<file path="src/rtl/slice_alu_seq.sv">
// slice_alu_seq: multi-cycle ALU sequencer. Operands of W = SLICE_W*N_SLICE
// bits are processed one slice per clock through a single slice ALU.
// Arithmetic/logic ops walk LSB-first; compares walk MSB-first and stop at
// the first deciding slice.
module slice_alu_seq #(
  parameter int SLICE_W = 8,
  parameter int N_SLICE = 2,
  localparam int W = SLICE_W * N_SLICE
) (
  input  logic         Clock,
  input  logic         Reset,
  input  logic         start,
  input  logic         abort,
  input  logic [2:0]   op,
  input  logic [W-1:0] a,
  input  logic [W-1:0] b,
  output logic         busy,
  output logic         done,
  output logic [W-1:0] result,
  output logic         zero,
  output logic         carry,
  output logic         overflow,
  output logic         compare
);

  localparam int IDX_W = (N_SLICE > 1) ? $clog2(N_SLICE) : 1;
  localparam logic [IDX_W-1:0] IDX_TOP  = IDX_W'(N_SLICE - 1);
  localparam logic [IDX_W-1:0] IDX_ZERO = {IDX_W{1'b0}};

  localparam logic [2:0] OP_ADD = 3'd0;
  localparam logic [2:0] OP_SUB = 3'd1;
  localparam logic [2:0] OP_AND = 3'd2;
  localparam logic [2:0] OP_OR  = 3'd3;
  localparam logic [2:0] OP_XOR = 3'd4;
  localparam logic [2:0] OP_LT  = 3'd5;
  localparam logic [2:0] OP_LTU = 3'd6;
  localparam logic [2:0] OP_EQ  = 3'd7;

  typedef enum logic [0:0] {
    IDLE = 1'b0,
    RUN  = 1'b1
  } state_t;

  state_t             state_r, state_s;
  logic [W-1:0]       a_r, b_r, a_s, b_s, result_s;
  logic [2:0]         op_r, op_s;
  logic [IDX_W-1:0]   idx_r, idx_s;
  logic               cin_r, cin_s;
  logic               busy_s, done_s, zero_s, carry_s, overflow_s, compare_s;
  logic [SLICE_W-1:0] a_sl_s, b_sl_s, b_eff_s, slice_res_s;
  logic [SLICE_W:0]   sum_s;
  logic               arith_s, ovf_sl_s, decide_s, cmp_val_s;

  // Slice ALU: select the current slice and compute its arithmetic/logic result.
  always_comb begin
    a_sl_s  = a_r[idx_r*SLICE_W +: SLICE_W];
    b_sl_s  = b_r[idx_r*SLICE_W +: SLICE_W];
    arith_s = (op_r == OP_ADD) || (op_r == OP_SUB);
    if (op_r == OP_SUB) begin
      b_eff_s = ~b_sl_s;
    end else begin
      b_eff_s = b_sl_s;
    end
    sum_s    = {1'b0, a_sl_s} + {1'b0, b_eff_s} + {{SLICE_W{1'b0}}, cin_r};
    // Carry into the top bit differs from carry out exactly when the operand
    // signs agree but the sum sign does not.
    ovf_sl_s = (a_sl_s[SLICE_W-1] == b_eff_s[SLICE_W-1]) &&
               (sum_s[SLICE_W-1] != a_sl_s[SLICE_W-1]);
    case (op_r)
      OP_ADD, OP_SUB: slice_res_s = sum_s[SLICE_W-1:0];
      OP_AND:         slice_res_s = a_sl_s & b_sl_s;
      OP_OR:          slice_res_s = a_sl_s | b_sl_s;
      OP_XOR:         slice_res_s = a_sl_s ^ b_sl_s;
      default:        slice_res_s = {SLICE_W{1'b0}};
    endcase
  end

  // Compare step: decide whether the current (MSB-first) slice settles the outcome.
  always_comb begin
    decide_s  = 1'b0;
    cmp_val_s = 1'b0;
    case (op_r)
      OP_LT: begin
        if ((idx_r == IDX_TOP) && (a_sl_s[SLICE_W-1] != b_sl_s[SLICE_W-1])) begin
          decide_s  = 1'b1;
          cmp_val_s = a_sl_s[SLICE_W-1];
        end else if (a_sl_s != b_sl_s) begin
          decide_s  = 1'b1;
          cmp_val_s = (a_sl_s < b_sl_s);
        end else if (idx_r == IDX_ZERO) begin
          decide_s  = 1'b1;
          cmp_val_s = 1'b0;
        end else begin
          decide_s  = 1'b0;
        end
      end
      OP_LTU: begin
        if (a_sl_s != b_sl_s) begin
          decide_s  = 1'b1;
          cmp_val_s = (a_sl_s < b_sl_s);
        end else if (idx_r == IDX_ZERO) begin
          decide_s  = 1'b1;
          cmp_val_s = 1'b0;
        end else begin
          decide_s  = 1'b0;
        end
      end
      OP_EQ: begin
        if (a_sl_s != b_sl_s) begin
          decide_s  = 1'b1;
          cmp_val_s = 1'b0;
        end else if (idx_r == IDX_ZERO) begin
          decide_s  = 1'b1;
          cmp_val_s = 1'b1;
        end else begin
          decide_s  = 1'b0;
        end
      end
      default: begin
        decide_s  = 1'b0;
        cmp_val_s = 1'b0;
      end
    endcase
  end

  // Sequencer next-state and next-output logic.
  always_comb begin
    state_s    = state_r;
    a_s        = a_r;
    b_s        = b_r;
    op_s       = op_r;
    idx_s      = idx_r;
    cin_s      = cin_r;
    busy_s     = busy;
    done_s     = 1'b0;
    result_s   = result;
    zero_s     = zero;
    carry_s    = carry;
    overflow_s = overflow;
    compare_s  = compare;
    case (state_r)
      IDLE: begin
        if (start) begin
          a_s        = a;
          b_s        = b;
          op_s       = op;
          carry_s    = 1'b0;
          overflow_s = 1'b0;
          compare_s  = 1'b0;
          busy_s     = 1'b1;
          state_s    = RUN;
          if (op < OP_LT) begin
            idx_s = IDX_ZERO;
            cin_s = (op == OP_SUB);
          end else begin
            idx_s = IDX_TOP;
            cin_s = 1'b0;
          end
        end else begin
          state_s = IDLE;
        end
      end
      RUN: begin
        if (abort) begin
          state_s = IDLE;
          busy_s  = 1'b0;
        end else if (op_r < OP_LT) begin
          result_s[idx_r*SLICE_W +: SLICE_W] = slice_res_s;
          cin_s = sum_s[SLICE_W];
          if (idx_r == IDX_TOP) begin
            carry_s    = arith_s & sum_s[SLICE_W];
            overflow_s = arith_s & ovf_sl_s;
            zero_s     = (result_s == {W{1'b0}});
            busy_s     = 1'b0;
            done_s     = 1'b1;
            state_s    = IDLE;
          end else begin
            idx_s = idx_r + 1'b1;
          end
        end else begin
          if (decide_s) begin
            result_s   = {{(W-1){1'b0}}, cmp_val_s};
            compare_s  = cmp_val_s;
            zero_s     = ~cmp_val_s;
            carry_s    = 1'b0;
            overflow_s = 1'b0;
            busy_s     = 1'b0;
            done_s     = 1'b1;
            state_s    = IDLE;
          end else begin
            idx_s = idx_r - 1'b1;
          end
        end
      end
      default: begin
        state_s = IDLE;
        busy_s  = 1'b0;
      end
    endcase
  end

  // State, operand and output registers; Reset clears everything at once.
  always_ff @(posedge Clock or negedge Reset) begin
    if (!Reset) begin
      state_r  <= IDLE;
      a_r      <= {W{1'b0}};
      b_r      <= {W{1'b0}};
      op_r     <= 3'd0;
      idx_r    <= IDX_ZERO;
      cin_r    <= 1'b0;
      busy     <= 1'b0;
      done     <= 1'b0;
      result   <= {W{1'b0}};
      zero     <= 1'b0;
      carry    <= 1'b0;
      overflow <= 1'b0;
      compare  <= 1'b0;
    end else begin
      state_r  <= state_s;
      a_r      <= a_s;
      b_r      <= b_s;
      op_r     <= op_s;
      idx_r    <= idx_s;
      cin_r    <= cin_s;
      busy     <= busy_s;
      done     <= done_s;
      result   <= result_s;
      zero     <= zero_s;
      carry    <= carry_s;
      overflow <= overflow_s;
      compare  <= compare_s;
    end
  end

endmodule

</file>
<file path="config.mk">
export PLATFORM = sky130hd
export DESIGN_NAME = slice_alu_seq
export DESIGN_NICKNAME = d
export VERILOG_FILES = /design/src/rtl/slice_alu_seq.sv
export SDC_FILE = /design/constraint.sdc
export NUM_CORES = 1
export LEC_CHECK = 0
export ABC_CLOCK_PERIOD_IN_PS = 4300
export CAP_MARGIN = 40
export CORE_ASPECT_RATIO = 1.1
export CORE_UTILIZATION = 49
export CTS_CLUSTER_DIAMETER = 60
export DETAILED_ROUTE_END_ITERATION = 6
export GPL_ROUTABILITY_DRIVEN = 0
export PLACE_DENSITY = 0.74
export SETUP_SLACK_MARGIN = 0.02
export SYNTH_ARGS = -nofsm -noshare
export SYNTH_HDL_FRONTEND = slang
export SYNTH_SLANG_ARGS = --single-unit
export TNS_END_PERCENT = 5
</file>
<file path="constraint.sdc">
create_clock -name Clock -period 4.3 [get_ports Clock]
set_input_delay 0.86 -clock Clock [delete_from_list [all_inputs] [get_ports Clock]]
set_output_delay 0.86 -clock Clock [all_outputs]
set_load 0.1 [all_outputs]
</file>
**Yosys cells after proc, flatten, opt, wreduce, memory -nomap -nowiden**

Cells that the tools add are included.

- Input port bits: 39
- Bits in registers: 60
- Logic and storage cells: 130
- Output and inout port bits: 22

- Magnitude comparators: 3
- Add/sub/neg operators: 5
- Eq/ne operators: 23
- Bitwise gates (word level): 9
- Shift-type cells: 4
- Reductions and logical operators: 16
- Multiplexer cells: 57

Operator list:

| cell | number |
|---|---|
| $mux W1 | 43 |
| $neg A4 Y34 | 1 |
| $shift A8 B34 Y16 const A | 1 |
| $shiftx A8 B34 Y16 | 1 |
| $mux W16 | 2 |
| $pmux W8 S4 | 1 |
| $shiftx A16 B5 Y8 | 2 |
| $bwmux W16 | 1 |
| $logic_not A16 Y1 | 1 |
| $pmux W1 S2 | 8 |
| $eq A3 B3 Y1 const B | 4 |
| $reduce_and A3 Y1 | 4 |
| $reduce_and A4 Y1 | 3 |
| $add A8 B8 Y9 | 1 |
| $add A9 B1 Y9 | 1 |
| $and A8 B8 Y8 | 1 |
| $lt A8 B8 Y1 | 1 |
| $mux W8 | 1 |
| $ne A2 B2 Y1 const B | 4 |
| $ne A8 B8 Y1 | 1 |
| $not A8 Y8 | 1 |
| $or A8 B8 Y8 | 1 |
| $xor A8 B8 Y8 | 1 |
| $eq A3 B1 Y1 const B | 2 |
| other kinds (21) | 30 |

**Depth between registers and ports, before layout**

Gate-level depths: netlist of run 1.

- Depth after elaboration: 12
- Gate-level depth with buffers: 14
- Depth with buffers taken out: 12

**Least setup slack after synthesis of run 1**

OpenSTA, ideal clock, no wires.

- Path type: register to register
- Start: register idx_r
- End: register zero
- Buffers on the path: 2
- Period minus slack after synthesis: 3080 ps
- Data required time: 4208 ps
- Stages on the path, launching flop included: 15
- Library setup time: 92 ps
- Arrival: 2988 ps
- Slack: 1220 ps
- Path through: dfrtp_1 buf_2 buf_2 mux2i_1 inv_1 xnor2_1 fa_1 inv_1 fa_1 nor3b_1 a31oi_1 o21ai_0 nand4b_1 nand4bb_1 o31ai_2

- Cells in the longest elaborated chain, start to end: 11
- Elaborated cells between the ends (all ways): 34
- Those cells by class: add/sub: 3; order compare: 1; eq/ne: 3; shift: 4; mux: 14; bitwise: 5; reduce/logical: 4

RTL lines:

| what | line | RTL |
|---|---|---|
| start: declaration | 47 | `logic [IDX_W-1:0] idx_r, idx_s;` |
| start signal: assignment | 223 | `idx_r <= idx_s;` |
| $shiftx A16 B5 Y8 | 57 | `b_sl_s = b_r[idx_r*SLICE_W +: SLICE_W];` |
| $not A8 Y8 | 60 | `b_eff_s = ~b_sl_s;` |
| $mux W8 | 59 | `if (op_r == OP_SUB) begin` |
| $add A8 B8 Y9 | 64 | `sum_s = {1'b0, a_sl_s} + {1'b0, b_eff_s} + {{SLICE_W{1'b0}}, cin_r};` |
| $add A9 B1 Y9 | 64 |  |
| $pmux W8 S4 | 69 | `case (op_r)` |
| $shiftx A8 B34 Y16 | 168 | `result_s[idx_r*SLICE_W +: SLICE_W] = slice_res_s;` |
| $bwmux W16 | 168 |  |
| $logic_not A16 Y1 | 173 | `zero_s = (result_s == {W{1'b0}});` |
| $mux W1 | 170 | `if (idx_r == IDX_TOP) begin` |
| $mux W1 | 167 | `end else if (op_r < OP_LT) begin` |
| end signal: assignment | 228 | `zero <= zero_s;` |
| end: declaration | 20 | `output logic zero,` |

Parallel ways exist; a longest one is shown, timed or not. The select of a mux whose other input is x is not followed.
A chain may end at the register's enable or synchronous reset.

**Worst setup path in the final report of run 1**

Same ends and word-level chain as after synthesis.

==> results of run 1 <==
## sequential cells by signal, summed over array words and instances (netlist names), 3 cells and up
name	count
a_r	16
b_r	16
result	16
op_r	3
## worst paths after layout
check | startpoint | end | cells past startpoint | slack [ps]
setup / recovery | idx_r$_DFFE_PN0P_ | zero$_DFFE_PN0P_ | 13 | 930
hold / removal | a_r[13]$_DFFE_PN0P_ | a_r[13]$_DFFE_PN0P_ | 2 | 470
setup reg to reg | idx_r$_DFFE_PN0P_ | zero$_DFFE_PN0P_ | 13 | 930
hold reg to reg | a_r[13]$_DFFE_PN0P_ | a_r[13]$_DFFE_PN0P_ | 2 | 470
max in group asynchronous | Reset | a_r[13]$_DFFE_PN0P_ | 2 | 3140
min in group asynchronous | Reset | result[7]$_DFFE_PN0P_ | 2 | 650
## kinds of logic after synthesis
family / Yosys count / synth area share (%)
AO/OA/AOI/OAI: 75 / 14.55
multiplexers: 20 / 5.115
adder cells (fa/ha/maj): 33 / 10.93
XOR/XNOR: 10 / 2.238
flip-flops: 60 / 38.36
buffers and inverters: 47 / 5.658
AND/OR/NAND/NOR: 192 / 23.15
## power breakdown
group / switching (µW) / leakage [µW] / internal, µW
clock network: 218 / 0.000113 / 339
logic: 1320 / 0.00164 / 842
registers: 110 / 0.000760 / 705
total: 1650 / 0.00251 / 1890
## layout make-up
class / count / share of cell area, %
multi-input cells: 330 / 42.44
flip-flops and latches: 60 / 29.05
repair buffers: 93 / 19.90
clock buffers: 11 / 2.735
well taps: 105 / 2.542
inverters: 26 / 1.888
clock inverters: 5 / 1.452
## worst max-delay path: cells and delay by family, from the launching register on
family          cells  cell delay [ps]
fa+ha+maj           2              800
flops               1              580
simple gates        3              580
compound gates      3              510
buf+inv             3              410
mux                 1              240
xor+xnor            1              150
## metal layers
layer / part of all wire [%] / vias up / GRT usage (%)
li1: - / 1663 / -
met1: 42 / 1640 / 30.37
met2: 51 / 123 / 46.13
met3: 4.2 / 21 / 3.774
met4: 2.8 / 0 / 15.03
met5: 0 / - / 0
## metrics by stage
| stage | area, µm² | power, µW | util, % |
|---|---|---|---|
| after detailed placement | 4952 | 2985 | 65.18 |
| after CTS | 5169 | 3543 | 68.03 |
| after floorplan | 3914 | 2273 | - |
| after global routing | 5169 | 3744 | 68.03 |
| final | 5169 | 3536 | 68.03 |
| after global placement | 4587 | 2695 | 60.38 |
## synthesized netlist by cell type (2+ instances only)
cell,n
and2_1,2
mux2i_1,20
a211oi_1,3
fa_1,2
nor4_1,4
nor2_1,14
o31ai_1,3
o22ai_1,3
buf_6,3
nand3b_1,3
o211ai_1,3
a32oi_1,2
buf_2,7
nand4_1,5
nor3b_1,6
a21o_1,2
a21oi_1,13
o21a_1,4
nand4b_1,2
dfrtp_1,60
nor2b_1,3
o21ai_0,11
nand2_1,125
a22o_1,14
and2b_2,3
a31oi_1,2
xnor2_1,10
ha_1,31
or2_2,2
nand2b_1,4
nand3_1,6
inv_1,26
nor3_1,3
clkbuf_1,8
==> impl_metrics.py, run 1 <==
metrics = {
    "sta": {
        "rsz0062_at_grt": "false",
        "period_share_pct": 78.42,
        "skew_ps": 10.28,
        "max_freq_mhz": 296.6,
        "slew_headroom_pct": 50.66,
        "period_minus_slack_ps": 3372,
        "drv_slew": 0,
        "hold_slack_ps": 474.0,
        "fin_ws_ps": 928.1,
        "worst-slew-pin-transition_ps": 740.1,
        "setup_violations": 0,
        "tns_ps": 0,
        "final_hold_viol_count": 0,
    },
    "detailed_routing": {
        "firstDrtPassIters": 4,
        "routed_via_density": 5.471,
        "vias": 3447,
        "wire_per_inst_um": 15.56,
        "drc": 0,
        "ant_nets": 0,
        "dr.first_iter.drc_count": 149,
        "finalWirelength_um": 9804,
    },
    "global_routing": {
        "grt_max_degree": 61,
        "grt_overflow": 0,
        "grt_pass1_vias": 3417,
        "track_usage_pct": 26.13,
        "grt_pass1_wl_um": 16350,
        "antenna_found_initial": 0,
    },
    "place": {
        "hpwl_um": 7660,
        "place_inst": 614,
        "post-place-ws_ps": 961.5,
        "place.port_buffers": 60,
    },
    "setup_path": {
        "worst_ep_arrival_time_ps": 3620,
        "cp_cell_sequence": "buf_16 > mux2i_1 > inv_1 > xnor2_1 > fa_1 > inv_1 > fa_1 > nor3b_1 > a31oi_1 > o21ai_0 > nand4b_1 > nand4bb_1 > o31ai_2",
        "crit_slowest_cell": "dfrtp_1",
        "critPathCaptureType": "flop",
        "path_class": "flop to flop",
        "worst-path-max-fanout": 14,
        "cp-start-kind": "flop",
        "crit_required_ps": 4550,
        "cp_slowest_stage_delay_ps": 580,
    },
    "finish": {
        "final_common_cell": "nand2_1",
        "multiInputGateArea_mm2": 0.002193,
        "nets": 592,
        "n_antenna_cell": 0,
        "syn_to_final_growth_pct": 32.07,
        "drive_gt1_share_pct": 12.57,
        "regArea_mm2": 0.001501,
        "stdcell_count": 630,
        "n_fill_cell": 624,
        "final_cell_mix": "125 x nand2_1, 60 x dfrtp_1, 59 x clkdlybuf4s50_1",
    },
    "pwr": {
        "ir_drop_mv": 0.2218,
        "leakagePower_uw": 0.002514,
        "power_density_mw_per_mm2": 684.1,
    },
    "floorplanning": {
        "die_width_um": 87.21,
        "std_cell_rows": 33,
        "ios": 61,
        "die_area_mm2": 0.008349,
        "start_util_pct": 51.52,
        "die_h_um": 95.74,
        "coreArea_mm2": 0.007597,
    },
    "clock_network": {
        "cts.sinks": 60,
        "tritoncts": "yes",
        "path_clk_slew_ps": 70,
        "cts_buffers": 9,
        "post_cts_resize_count": 0,
        "h-tree-depth": 3,
        "worst_skew_pair.late_latency_ps": 350,
        "cts_hold_buf": 0,
        "clock_path_buffers": 2,
        "cts_root_buffer": "clkbuf_8",
        "cts_setup_buffers": 0,
    },
    "job": {
        "maxCapViolations": 0,
    },
    "yosys": {
        "synth_area_leaders": "dfrtp_1 38%, nand2_1 12%, ha_1 9.9%, mux2i_1 5.1%, a22o_1 3.1%",
        "yosys_most_used_dff": "dfrtp_1",
        "synth_cell_type_count": 62,
        "synth_seq_cells": 60,
        "synth_nets": 509,
        "ys_warn_count": 0,
        "yosysSeqAreaShare_pct": 38.36,
        "synth_top_area_cell": "dfrtp_1",
        "synth-edff-count": 0,
        "synth_cells": 437,
        "synth.avg_cell_area_um2": 8.956,
        "synth_top_area_share_pct": 38.36,
        "synth_area_mm2": 0.003914,
        "postSynth.asyncResetShare_pct": 100.0,
    },
    "run_status": {
        "status": "finished clean",
    },
    "worst_hold_path": {
        "min-delay-path-class": "flop to flop",
    },
}
(Power assumes the default switching activity.)
==> inputs of run 2 (changes only) <==
- ABC_CLOCK_PERIOD_IN_PS: 4300 -> 3200
- clock period: 4.3 -> 3.2 ns (I/O delays scaled with it)
==> impl_metrics.py, run 2 (synthesis gave the netlist of run 1 again) <==
metrics = {
    "clock_network": {
        "cts.sinks": 60,
        "h-tree-depth": 3,
        "clock_path_buffers": 2,
        "worst_skew_pair.late_latency_ps": 340,
        "cts_hold_buf": 0,
        "cts_buffers": 9,
        "path_clk_slew_ps": 70,
        "cts_setup_buffers": 0,
        "tritoncts": "yes",
        "cts_root_buffer": "clkbuf_8",
    },
    "worst_hold_path": {
        "min-delay-path-class": "input pin to asynchronous set/reset pin",
    },
    "setup_path": {
        "crit_slowest_cell": "o31ai_1",
        "cp_cell_sequence": "buf_12 > mux2i_1 > ha_1 > and2b_2 > o31ai_1 > a2111oi_4 > a2111oi_4 > nand4bb_1 > o31ai_2",
        "cp_slowest_stage_delay_ps": 460,
        "crit_required_ps": 3440,
        "critPathCaptureType": "flop",
        "r2r_slack_ps": 170,
        "worst_ep_arrival_time_ps": 3280,
        "cp-start-kind": "flop",
        "path_class": "flop to flop",
        "worst-path-max-fanout": 17,
        "cpMostUsedCell": "a2111oi_4",
    },
    "finish": {
        "final_cell_mix": "125 x nand2_1, 60 x dfrtp_1, 41 x buf_4",
        "n_fill_cell": 663,
        "final_common_cell": "nand2_1",
        "nets": 580,
        "syn_to_final_growth_pct": 24.74,
        "largestRegisters": "a_r: 16 flops, b_r: 16 flops, result: 16 flops",
        "drive_gt1_share_pct": 15.40,
        "n_antenna_cell": 0,
    },
    "floorplanning": {
        "start_util_pct": 51.52,
        "die_area_mm2": 0.008349,
        "std_cell_rows": 33,
        "die_width_um": 87.21,
        "ios": 61,
        "die_h_um": 95.74,
        "coreArea_mm2": 0.007597,
    },
    "global_routing": {
        "grt_pass1_wl_um": 15740,
        "track_usage_pct": 24.57,
        "grt_pass1_vias": 3312,
        "grt_max_degree": 38,
        "antenna_found_initial": 0,
        "grt_overflow": 0,
    },
    "place": {
        "place.port_buffers": 60,
        "hpwl_um": 7305,
        "post-place-ws_ps": 157.8,
    },
    "detailed_routing": {
        "highest_layer": "met4",
        "firstDrtPassIters": 4,
        "routed_via_density": 5.482,
        "vias": 3388,
        "wl_met2_um": 4672,
        "drc": 0,
        "wire_per_inst_um": 15.48,
        "route.met3.wl_um": 514,
        "met1_length_um": 4098,
        "dr.first_iter.drc_count": 253,
        "finalWirelength_um": 9567,
        "ant_nets": 0,
    },
    "sta": {
        "fin_ws_ps": 166.4,
        "period_minus_slack_ps": 3034,
        "final_hold_viol_count": 0,
        "worst-slew-pin-transition_ps": 574.2,
        "drv_slew": 0,
        "rsz0062_at_grt": "false",
        "period_share_pct": 94.80,
        "setup_violations": 0,
        "max_freq_mhz": 329.6,
        "slew_headroom_pct": 61.64,
        "skew_ps": 8.411,
        "tns_ps": 0,
    },
    "run_status": {
        "status": "finished clean",
    },
    "job": {
        "maxCapViolations": 0,
    },
    "pwr": {
        "ir_drop_mv": 0.3023,
        "leakagePower_uw": 0.002432,
        "power_density_mw_per_mm2": 919.7,
    },
}
[run 2: timing repair]
action | 4_1_cts | 5_1_grt
setup endpoints to repair | 0 | 4
hold endpoints to repair | 0 | 0
resized for setup | 0 | 3
[run 2: final timing paths]
path	from	to	cells past startpoint
setup / recovery	idx_r$_DFFE_PN0P_	zero$_DFFE_PN0P_	9
hold / removal	Reset	result[12]$_DFFE_PN0P_	1
setup reg to reg	idx_r$_DFFE_PN0P_	zero$_DFFE_PN0P_	9
hold reg to reg	a_r[3]$_DFFE_PN0P_	a_r[3]$_DFFE_PN0P_	2
max in group asynchronous	Reset	a_r[14]$_DFFE_PN0P_	3
min in group Clock	a_r[3]$_DFFE_PN0P_	a_r[3]$_DFFE_PN0P_	2
[run 2: final cells by class]
cell class,count,area (µm²),area share [%]
clock buffer,9,123.9,2.537
clock inverter,7,91.34,1.871
inverter,26,97.59,1.999
multi-input combinational,330,2213,45.34
sequential,60,1501,30.75
tap,105,131.4,2.691
timing repair buffer,81,723.2,14.81
[run 2: critical path: cells and delay by family, from the launching register on]
family          cells  cell delay, ps
buf+inv             1             200
compound gates      4            1180
flops               1             430
simple gates        2             360
mux                 1             410
fa+ha+maj           1             350
[run 2: per-layer routing]
layer | up-vias | global-route usage, %
met3 | 21 | 3.859
met2 | 124 | 41.67
met1 | 1601 | 30.69
li1 | 1642 | -
met5 | - | 0
met4 | 0 | 11.89
[run 2: report_power, final]
| group | internal [µW] | switching, µW |
|---|---|---|
| combinational | 913 | 1750 |
| clock | 435 | 303 |
| sequential | 947 | 141 |
[run 2: stage by stage]
step           instance area, µm²  util (%)  hold slack (ps)  cells  power, µW
4_1_cts                      4862     64.00            137.2    618       4466
3_3_place_gp                 4627     60.90            457.0    601       3659
3_5_place_dp                 4647     61.17            462.1    602       3720
6_report                     4882     64.26            143.4    618       4490
2_1_floorplan                3914         -            344.4    437       3055
5_1_grt                      4882     64.26            140.0    618       4762
